[config.mk]
export PLATFORM = sky130hd
export DESIGN_NAME = rtc_time_writer_flat
export DESIGN_NICKNAME = d
export VERILOG_FILES = /design/src/rtl/rtc_time_writer_if.sv /design/src/rtl/rtc_time_writer.sv /design/src/flat_wrapper.sv
export SDC_FILE = /design/constraint.sdc
export NUM_CORES = 1
export LEC_CHECK = 0
export ABC_AREA = 1
export BUFFER_PORTS_ARGS = -buffer_cell sky130_fd_sc_hd__buf_2
export CAP_MARGIN = 40
export CORE_MARGIN = 2
export CORE_UTILIZATION = 45
export DETAILED_ROUTE_END_ITERATION = 12
export GPL_TIMING_DRIVEN = 0
export PLACE_DENSITY_LB_ADDON = 0.12
export RECOVER_POWER = 100
export SYNTH_ARGS = -nofsm -noshare
export SYNTH_HDL_FRONTEND = slang
export SYNTH_SLANG_ARGS = --single-unit
[constraint.sdc]
create_clock -name clk -period 3.85 [get_ports clk]
set_input_delay 0.385 -clock clk [delete_from_list [all_inputs] [get_ports clk]]
set_output_delay 0.385 -clock clk [all_outputs]
set_load 0.02 [all_outputs]
[src/rtl/rtc_time_writer_if.sv]
// rtc_time_writer_if: edit-stage time inputs plus the req/ack RTC register-write port.
interface rtc_time_writer_if;
    logic [7:0] HC;
    logic [7:0] MC;
    logic [7:0] SC;
    logic       AmPm;
    logic       format;
    logic       commit;
    logic       wr_ack;
    logic [7:0] bus_addr;
    logic [7:0] bus_data;
    logic       wr_req;
    logic       busy;
    logic       done;
    logic       err;
    modport master (
        input  HC, MC, SC, AmPm, format, commit, wr_ack,
        output bus_addr, bus_data, wr_req, busy, done, err
    );
    modport slave (
        output HC, MC, SC, AmPm, format, commit, wr_ack,
        input  bus_addr, bus_data, wr_req, busy, done, err
    );
endinterface

[src/rtl/rtc_time_writer.sv]
// rtc_time_writer: validates committed BCD time and writes sec/min/hour into the RTC over req/ack.
// Optional RTC_CLOCK_HALT_EN: halts the oscillator during the update and restarts it with a 4th write.
module rtc_time_writer #(
    parameter logic [7:0]  ADDR_SEC  = 8'h21,
    parameter logic [7:0]  ADDR_MIN  = 8'h22,
    parameter logic [7:0]  ADDR_HOUR = 8'h23,
    parameter int unsigned TIMEOUT   = 255
) (
    input logic               clk,
    input logic               reset,
    rtc_time_writer_if.master bus
);
    typedef enum logic [2:0] {IDLE, CHECK, SETUP, REQ, GAP, DONE, ERR} state_t;
`ifdef RTC_CLOCK_HALT_EN
    localparam logic [1:0] LAST_IDX = 2'd3;
    localparam logic       HALT_BIT = 1'b1;
    localparam logic       RECOVER  = 1'b1;
`else
    localparam logic [1:0] LAST_IDX = 2'd2;
    localparam logic       HALT_BIT = 1'b0;
    localparam logic       RECOVER  = 1'b0;
`endif
    localparam logic [7:0] CNT_LAST = 8'(TIMEOUT - 1);
    state_t     r_state, w_next;
    logic [7:0] r_hc, r_mc, r_sc, r_addr, r_data, r_cnt;
    logic       r_ampm, r_fmt, r_rec;
    logic [1:0] r_idx, w_idx;
    logic [7:0] w_hour, w_addr, w_data;
    logic       w_valid, w_timeout, w_last;
    assign w_valid = r_hc[3:0] <= 4'd9 && r_hc[7:4] <= 4'd9 &&
                     r_mc[3:0] <= 4'd9 && r_mc[7:4] <= 4'd5 &&
                     r_sc[3:0] <= 4'd9 && r_sc[7:4] <= 4'd5 &&
                     (r_fmt ? (r_hc >= 8'h01 && r_hc <= 8'h12) : r_hc <= 8'h23);
    assign w_hour    = r_fmt ? {2'b01, r_ampm, r_hc[4:0]} : {2'b00, r_hc[5:0]};
    assign w_addr    = (w_idx == 2'd1) ? ADDR_MIN : (w_idx == 2'd2) ? ADDR_HOUR : ADDR_SEC;
    assign w_data    = (w_idx == 2'd0) ? {HALT_BIT, r_sc[6:0]} :
                       (w_idx == 2'd1) ? {1'b0, r_mc[6:0]} :
                       (w_idx == 2'd2) ? w_hour : {1'b0, r_sc[6:0]};
    assign w_timeout = r_cnt == CNT_LAST;
    // A recovery write is always the final one
    assign w_last    = r_rec || r_idx == LAST_IDX;
    always_comb begin
        w_next = r_state;
        w_idx  = r_idx;
        case (r_state)
            IDLE: if (bus.commit) begin
                w_next = CHECK;
                w_idx  = 2'd0;
            end
            CHECK: w_next = w_valid ? SETUP : ERR;
            SETUP: w_next = REQ;
            REQ: if (bus.wr_ack) begin
                w_next = w_last ? (r_rec ? ERR : DONE) : GAP;
                w_idx  = r_idx + 2'd1;
            end else if (w_timeout) begin
                w_next = (RECOVER && !r_rec) ? SETUP : ERR;
                w_idx  = 2'd3;
            end
            GAP: w_next = SETUP;
            default: w_next = IDLE;
        endcase
    end
    always_ff @(posedge clk or posedge reset) begin
        if (reset) begin
            r_state <= IDLE;
            r_hc    <= 8'd0;
            r_mc    <= 8'd0;
            r_sc    <= 8'd0;
            r_ampm  <= 1'b0;
            r_fmt   <= 1'b0;
            r_rec   <= 1'b0;
            r_idx   <= 2'd0;
            r_cnt   <= 8'd0;
            r_addr  <= 8'd0;
            r_data  <= 8'd0;
        end else begin
            r_state <= w_next;
            r_idx   <= w_idx;
            r_cnt   <= (r_state == REQ) ? r_cnt + 8'd1 : 8'd0;
            if (r_state == IDLE && bus.commit) begin
                r_hc   <= bus.HC;
                r_mc   <= bus.MC;
                r_sc   <= bus.SC;
                r_ampm <= bus.AmPm;
                r_fmt  <= bus.format;
                r_rec  <= 1'b0;
            end
            if (r_state == REQ && !bus.wr_ack && w_timeout)
                r_rec <= 1'b1;
            if (w_next == SETUP) begin
                r_addr <= w_addr;
                r_data <= w_data;
            end
        end
    end
    assign bus.wr_req   = r_state == REQ;
    assign bus.busy     = r_state inside {CHECK, SETUP, REQ, GAP};
    assign bus.done     = r_state == DONE;
    assign bus.err      = r_state == ERR;
    assign bus.bus_addr = r_addr;
    assign bus.bus_data = r_data;
endmodule

[src/flat_wrapper.sv]
// flat-port wrapper written by rule: the top's interface ports become plain ports
module rtc_time_writer_flat 
#(
    parameter logic [7:0]  ADDR_SEC  = 8'h21,
    parameter logic [7:0]  ADDR_MIN  = 8'h22,
    parameter logic [7:0]  ADDR_HOUR = 8'h23,
    parameter int unsigned TIMEOUT   = 255
)
  (clk, reset, bus_HC, bus_MC, bus_SC, bus_AmPm, bus_format, bus_commit, bus_wr_ack, bus_bus_addr, bus_bus_data, bus_wr_req, bus_busy, bus_done, bus_err);
  rtc_time_writer_if bus_i ();
  input logic clk;
  input logic reset;
  input wire logic [$bits(bus_i.HC)-1:0] bus_HC;
  input wire logic [$bits(bus_i.MC)-1:0] bus_MC;
  input wire logic [$bits(bus_i.SC)-1:0] bus_SC;
  input wire logic [$bits(bus_i.AmPm)-1:0] bus_AmPm;
  input wire logic [$bits(bus_i.format)-1:0] bus_format;
  input wire logic [$bits(bus_i.commit)-1:0] bus_commit;
  input wire logic [$bits(bus_i.wr_ack)-1:0] bus_wr_ack;
  output wire logic [$bits(bus_i.bus_addr)-1:0] bus_bus_addr;
  output wire logic [$bits(bus_i.bus_data)-1:0] bus_bus_data;
  output wire logic [$bits(bus_i.wr_req)-1:0] bus_wr_req;
  output wire logic [$bits(bus_i.busy)-1:0] bus_busy;
  output wire logic [$bits(bus_i.done)-1:0] bus_done;
  output wire logic [$bits(bus_i.err)-1:0] bus_err;
  assign bus_i.HC = bus_HC;
  assign bus_i.MC = bus_MC;
  assign bus_i.SC = bus_SC;
  assign bus_i.AmPm = bus_AmPm;
  assign bus_i.format = bus_format;
  assign bus_i.commit = bus_commit;
  assign bus_i.wr_ack = bus_wr_ack;
  assign bus_bus_addr = bus_i.bus_addr;
  assign bus_bus_data = bus_i.bus_data;
  assign bus_wr_req = bus_i.wr_req;
  assign bus_busy = bus_i.busy;
  assign bus_done = bus_i.done;
  assign bus_err = bus_i.err;
  rtc_time_writer #(.ADDR_SEC(ADDR_SEC), .ADDR_MIN(ADDR_MIN), .ADDR_HOUR(ADDR_HOUR), .TIMEOUT(TIMEOUT)) u_core (.clk(clk), .reset(reset), .bus(bus_i));
endmodule
== Word level (Yosys, flattened, before mapping) ==
Index checks and enable logic that the tools add are counted.
Widths: inputs -> output; s select.

* Bits in registers: 56
* Input bits: 30
* Output and inout bits: 20

* Add/subtract/negate cells: 2
* Magnitude comparators: 9
* Equality and inequality tests: 11
* Mux-type cells: 21
* Reduce and logical (&&, ||, !) cells: 16

{| class="wikitable"
|+ Operators with widths
! kind !! number
|-
| $mux 8 || 5
|-
| $le 4x4->1 const B || 4
|-
| $mux 3 || 5
|-
| $pmux 3 s5 || 1
|-
| $logic_and 1x1->1 || 10
|-
| $mux 2 || 5
|-
| $eq 3x2->1 const B || 3
|-
| $eq 3x3->1 const B || 3
|-
| $add 8x1->8 const B || 1
|-
| $eq 8x8->1 const B || 1
|-
| $ge 8x1->1 const B || 1
|-
| $le 4x3->1 const B || 2
|-
| $le 8x5->1 const B || 1
|-
| $le 8x6->1 const B || 1
|-
| $mux 7 || 1
|-
| $eq 2x2->1 const B || 2
|-
| $pmux 2 s2 || 1
|-
| $reduce_bool 4->1 || 1
|-
| $eq 3x1->1 const B || 1
|-
| $logic_not 3->1 || 1
|-
| $mux 1 || 3
|-
| $add 2x1->2 const B || 1
|-
| $eq 2x1->1 const B || 1
|-
| $logic_not 2->1 || 1
|-
| other kinds (3) || 3
|}

== Longest topological paths before layout ==
* Depth in word-level cells: 10
* Mapped depth: 19
* Depth with buffers taken out: 19

== Least setup slack after synthesis ==
Ideal clock, no wire load.

* Path type: reg2reg
* Start: reg u_core.r_state[1]
* End: reg u_core.r_data[0] (netlist: u_core.bus.bus_data[0])
* Library setup time: 66 ps
* Arrival: 2171 ps
* Slack: 1613 ps
* Stages on the path, launching flop included: 14
* Path buffers: 0
* Clock period less this slack: 2237 ps
* Cell sequence: dfrtp_1 -> nor2_4 -> nand2_2 -> nor2_8 -> inv_2 -> a31o_2 -> o21ai_0 -> ha_1 -> inv_1 -> a21oi_1 -> inv_1 -> a22oi_1 -> nand4_1 -> nand2_1

* Word-level cells in the longest chain between the ends: 6
* Elaborated cells on any way between the ends: 17

{| class="wikitable"
|+ RTL lines
! item !! RTL line !! source
|-
| start, declared || rtc_time_writer.sv:24 || <nowiki>state_t r_state, w_next;</nowiki>
|-
| start signal, assigned || rtc_time_writer.sv:77 || <nowiki>r_state <= w_next;</nowiki>
|-
| $eq 3x2->1 or $logic_not 3->1 (tied branches) || rtc_time_writer.sv:45 || <nowiki>case (r_state)</nowiki>
|-
| $pmux 2 s2 || rtc_time_writer.sv:45 ||
|-
| $eq 2x2->1 || rtc_time_writer.sv:38 || <nowiki>(w_idx == 2'd2) ? w_hour : {1'b0, r_sc[6:0]};</nowiki>
|-
| $mux 8 || rtc_time_writer.sv:38 ||
|-
| $mux 8 || rtc_time_writer.sv:37 || <nowiki>(w_idx == 2'd1) ? {1'b0, r_mc[6:0]} :</nowiki>
|-
| $mux 8 || rtc_time_writer.sv:36 || <nowiki>assign w_data = (w_idx == 2'd0) ? {HALT_BIT, r_sc[6:0]} :</nowiki>
|-
| end signal, assigned || rtc_time_writer.sv:92 || <nowiki>r_data <= w_data;</nowiki>
|-
| end, declared || rtc_time_writer.sv:25 || <nowiki>logic [7:0] r_hc, r_mc, r_sc, r_addr, r_data, r_cnt;</nowiki>
|}

Parallel ways exist; a longest one is shown, timed or not.
A chain may end at the register's enable or synchronous reset.

== Final worst setup path ==
* Start: reg u_core.r_state[2]
* End: reg u_core.r_data[6] (netlist: u_core.bus.bus_data[6])

Same word-level chain as after synthesis.

==> metrics.txt <==
fmax=0.370 GHz; gr usage total=0.179; Post-Syn Area per Cell=8.18 um2; async set-reset flop share out of synthesis=1.00; worst-case vdd ir drop=0.341 mV; layout cells sized above 1=0.161; H-tree levels=2; Mapped Cells=316; Crit path required time=4090 ps; crit-path cells=inv_1 -> nand3_1 -> clkbuf_1 -> a21oi_1 -> a31o_2 -> o21ai_0 -> ha_1 -> inv_1 -> a21oi_1 -> inv_1 -> a22oi_1 -> nand4_1 -> nand2_1; CP dominant cell by count=inv_1; nets@finish=between 400 and 500; cell area after synthesis=0.00258 mm2; initial antenna violation count=0; final wirelength=roughly 5200 um; antenna cells=0; Post-CTS Hold Buffers=0; hold slack=between 200 and 300 ps; commonest non-fill, non-tap cell in the layout=nand2_1; worst reg-to-reg setup slack=1150 ps; Startpoint Class=flip-flop; Period Utilization, post-route=0.702; die area=0.00637 mm2; clk_lat worst skew=about 300 ps; Final setup viols=0; R2R depth=13; Core ar.=around 0.0055 mm2; first-pass GRT wire length=8950 um; Synth cell types=32; pwr dens=784 mW/mm2; # fillers=567; Slew Limit Fails=0; Final Skew=between 5 and 6 ps; CTS clock-pin slew for the worst setup and hold paths=80 ps; Top FF cell, synth=dfrtp_1; drt drc=0; final period demand of the worst path=about 2700 ps; vias post-DR=approximately 2100; most frequent cells in the layout=nand2_1 (98), dfrtp_1 (50), inv_1 (40), o21ai_0 (35), buf_2 (31); port bufs=43; clock tree buffer depth=2; Final HPWL DP=4020 um; flops & latches, synth=50; clk sinks=50; setup repair bufs after CTS=0; post-route setup TNS=0 ps; Slowest Stage Delay on Critical Path=380 ps; RR Startpoint=u_core.r_state[2]$_DFF_PP0_; starting density of the core=0.467; vias per std cell=4.76; Cell Count Post-Placement=approximately 440; Final ANT Viol Nets=0; number of global-route vias before repair=roughly 2000; Final Total Pwr=~2.3 mW; Root Buffer=clkbuf_8; max_slew headroom=0.0684; CTS tree=built; Least-Margin Pin Slew=~1400 ps; leakage power=roughly 1.5 nW; crit end category=flip-flop; sequential area share after synthesis=0.484; type of the tightest min-delay check=primary input to async pin; critical path peak fanout=10; chip width=79.8 um; number of max-cap violations=0; Synth warnings=0; Starting DRT DRC Count=between 70 and 80; Arr. time, crit path=slightly below 3000 ps; CP Class=flip-flop to flip-flop; gr ovfl total=0; CP max-delay cell=clkbuf_1; Crit Reg-Reg Endpoint=u_core.bus.bus_data[6]$_DFFE_PP0N_; RSZ-0062 raised after global routing=false; post-CTS sizing=0; DR WL/cell=11.7 um; I/O pins=50; Final Util=0.538; status=finished, final reports clean; die height=79.8 um; Area Overhead vs Synth=15.4%; Post-synth EDFFs=0; Hold Vio Cnt, Final=0; Finished Layout Cells=445; largest net degree at the start of global routing=27; GPL Wtd Cong=slightly below 0.9; Cell Rows=27; first drt pass iteration count=4; CTS Buf Count=5
[logic make-up after synthesis]
kind of cell / count (synthesis) / share of synthesized area
buffers and inverters: 56 / 0.0949
XOR/XNOR: 1 / 0.00629
AO/OA/AOI/OAI: 55 / 0.116
flip-flops: 50 / 0.484
adder cells (fa/ha/maj): 6 / 0.0290
AND/OR/NAND/NOR: 147 / 0.268
other: 1 / 0.00145
[critical path: cells and delay by family, from the launching register on]
family | cells | cell delay, ps
compound gates | 5 | 850
fa+ha+maj | 1 | 350
buf+inv | 4 | 760
flops | 1 | 370
simple gates | 3 | 330
[per-layer routing]
metal	vias to the layer above	global-route usage	share of wire	wire length (um)
li1	1101	-	-	-
met1	968	0.239	0.49	2570
met2	41	0.284	0.45	2330
met3	10	0.0396	0.040	210
met4	0	0.0678	0.019	100
met5	-	0	0	0
[worst max path at each step]
stage                                      from                                  to  slack, ps  cells after the start
floorplan           u_core.r_state[1]$_DFF_PP0_  u_core.bus.bus_data[0]$_DFFE_PP0N_       1610                     13
global placement    u_core.r_state[1]$_DFF_PP0_  u_core.bus.bus_data[1]$_DFFE_PP0N_       1280                     15
detailed placement  u_core.r_state[1]$_DFF_PP0_  u_core.bus.bus_data[1]$_DFFE_PP0N_       1260                     13
CTS                 u_core.r_state[1]$_DFF_PP0_  u_core.bus.bus_data[1]$_DFFE_PP0N_       1210                     13
global route        u_core.r_state[2]$_DFF_PP0_  u_core.bus.bus_data[6]$_DFFE_PP0N_        770                     13
finish              u_core.r_state[2]$_DFF_PP0_  u_core.bus.bus_data[6]$_DFFE_PP0N_       1150                     13
[synthesized netlist by cell type, drive strengths merged (4+ instances only)]
cell	instances	area, um2
buf	11	76.3
dfrtp	50	1250
inv	42	158
nand3	5	37.5
nor2	22	139
a22oi	4	30.0
a21oi	10	50.1
nand4	10	62.6
o21ai	35	175
nand2	103	412
ha	6	75.1
nor3	4	20.0
[cell type report]
cell class | instances | area [um2] | share of cell area
inverters | 42 | 158 | 0.0529
plain buffers | 14 | 85.1 | 0.0285
multi-input cells | 215 | 1090 | 0.365
well taps | 72 | 90.1 | 0.0302
repair buffers | 44 | 201 | 0.0675
clock buffers | 8 | 110 | 0.0369
flip-flops and latches | 50 | 1250 | 0.419
[flip-flops by register name, summed over array words and instances, names as in the netlist]
name	cells
u_core.r_state	3
u_core.r_rec	1
u_core.r_hc	8
u_core.r_cnt	8
u_core.r_ampm	1
u_core.r_sc	8
u_core.r_mc	8
u_core.bus.bus_addr	3
u_core.r_idx	2
u_core.bus.bus_data	7
u_core.r_fmt	1
[through the flow]
step           area [um2]  setup WS [ps]
6_report             2980           1150
5_1_grt              2980            774
4_1_cts              3040           1210
3_5_place_dp         2930           1260
3_3_place_gp         2910           1280
2_1_floorplan        2600           1610
[report_power, final]
group	switching [mW]	leakage, nW	internal [mW]
Sequential	0.136	0.630	0.738
Combinational	0.740	0.853	0.378
Clock	0.165	0.0575	0.182
Note: power is estimated with default switching activity, not from simulation.
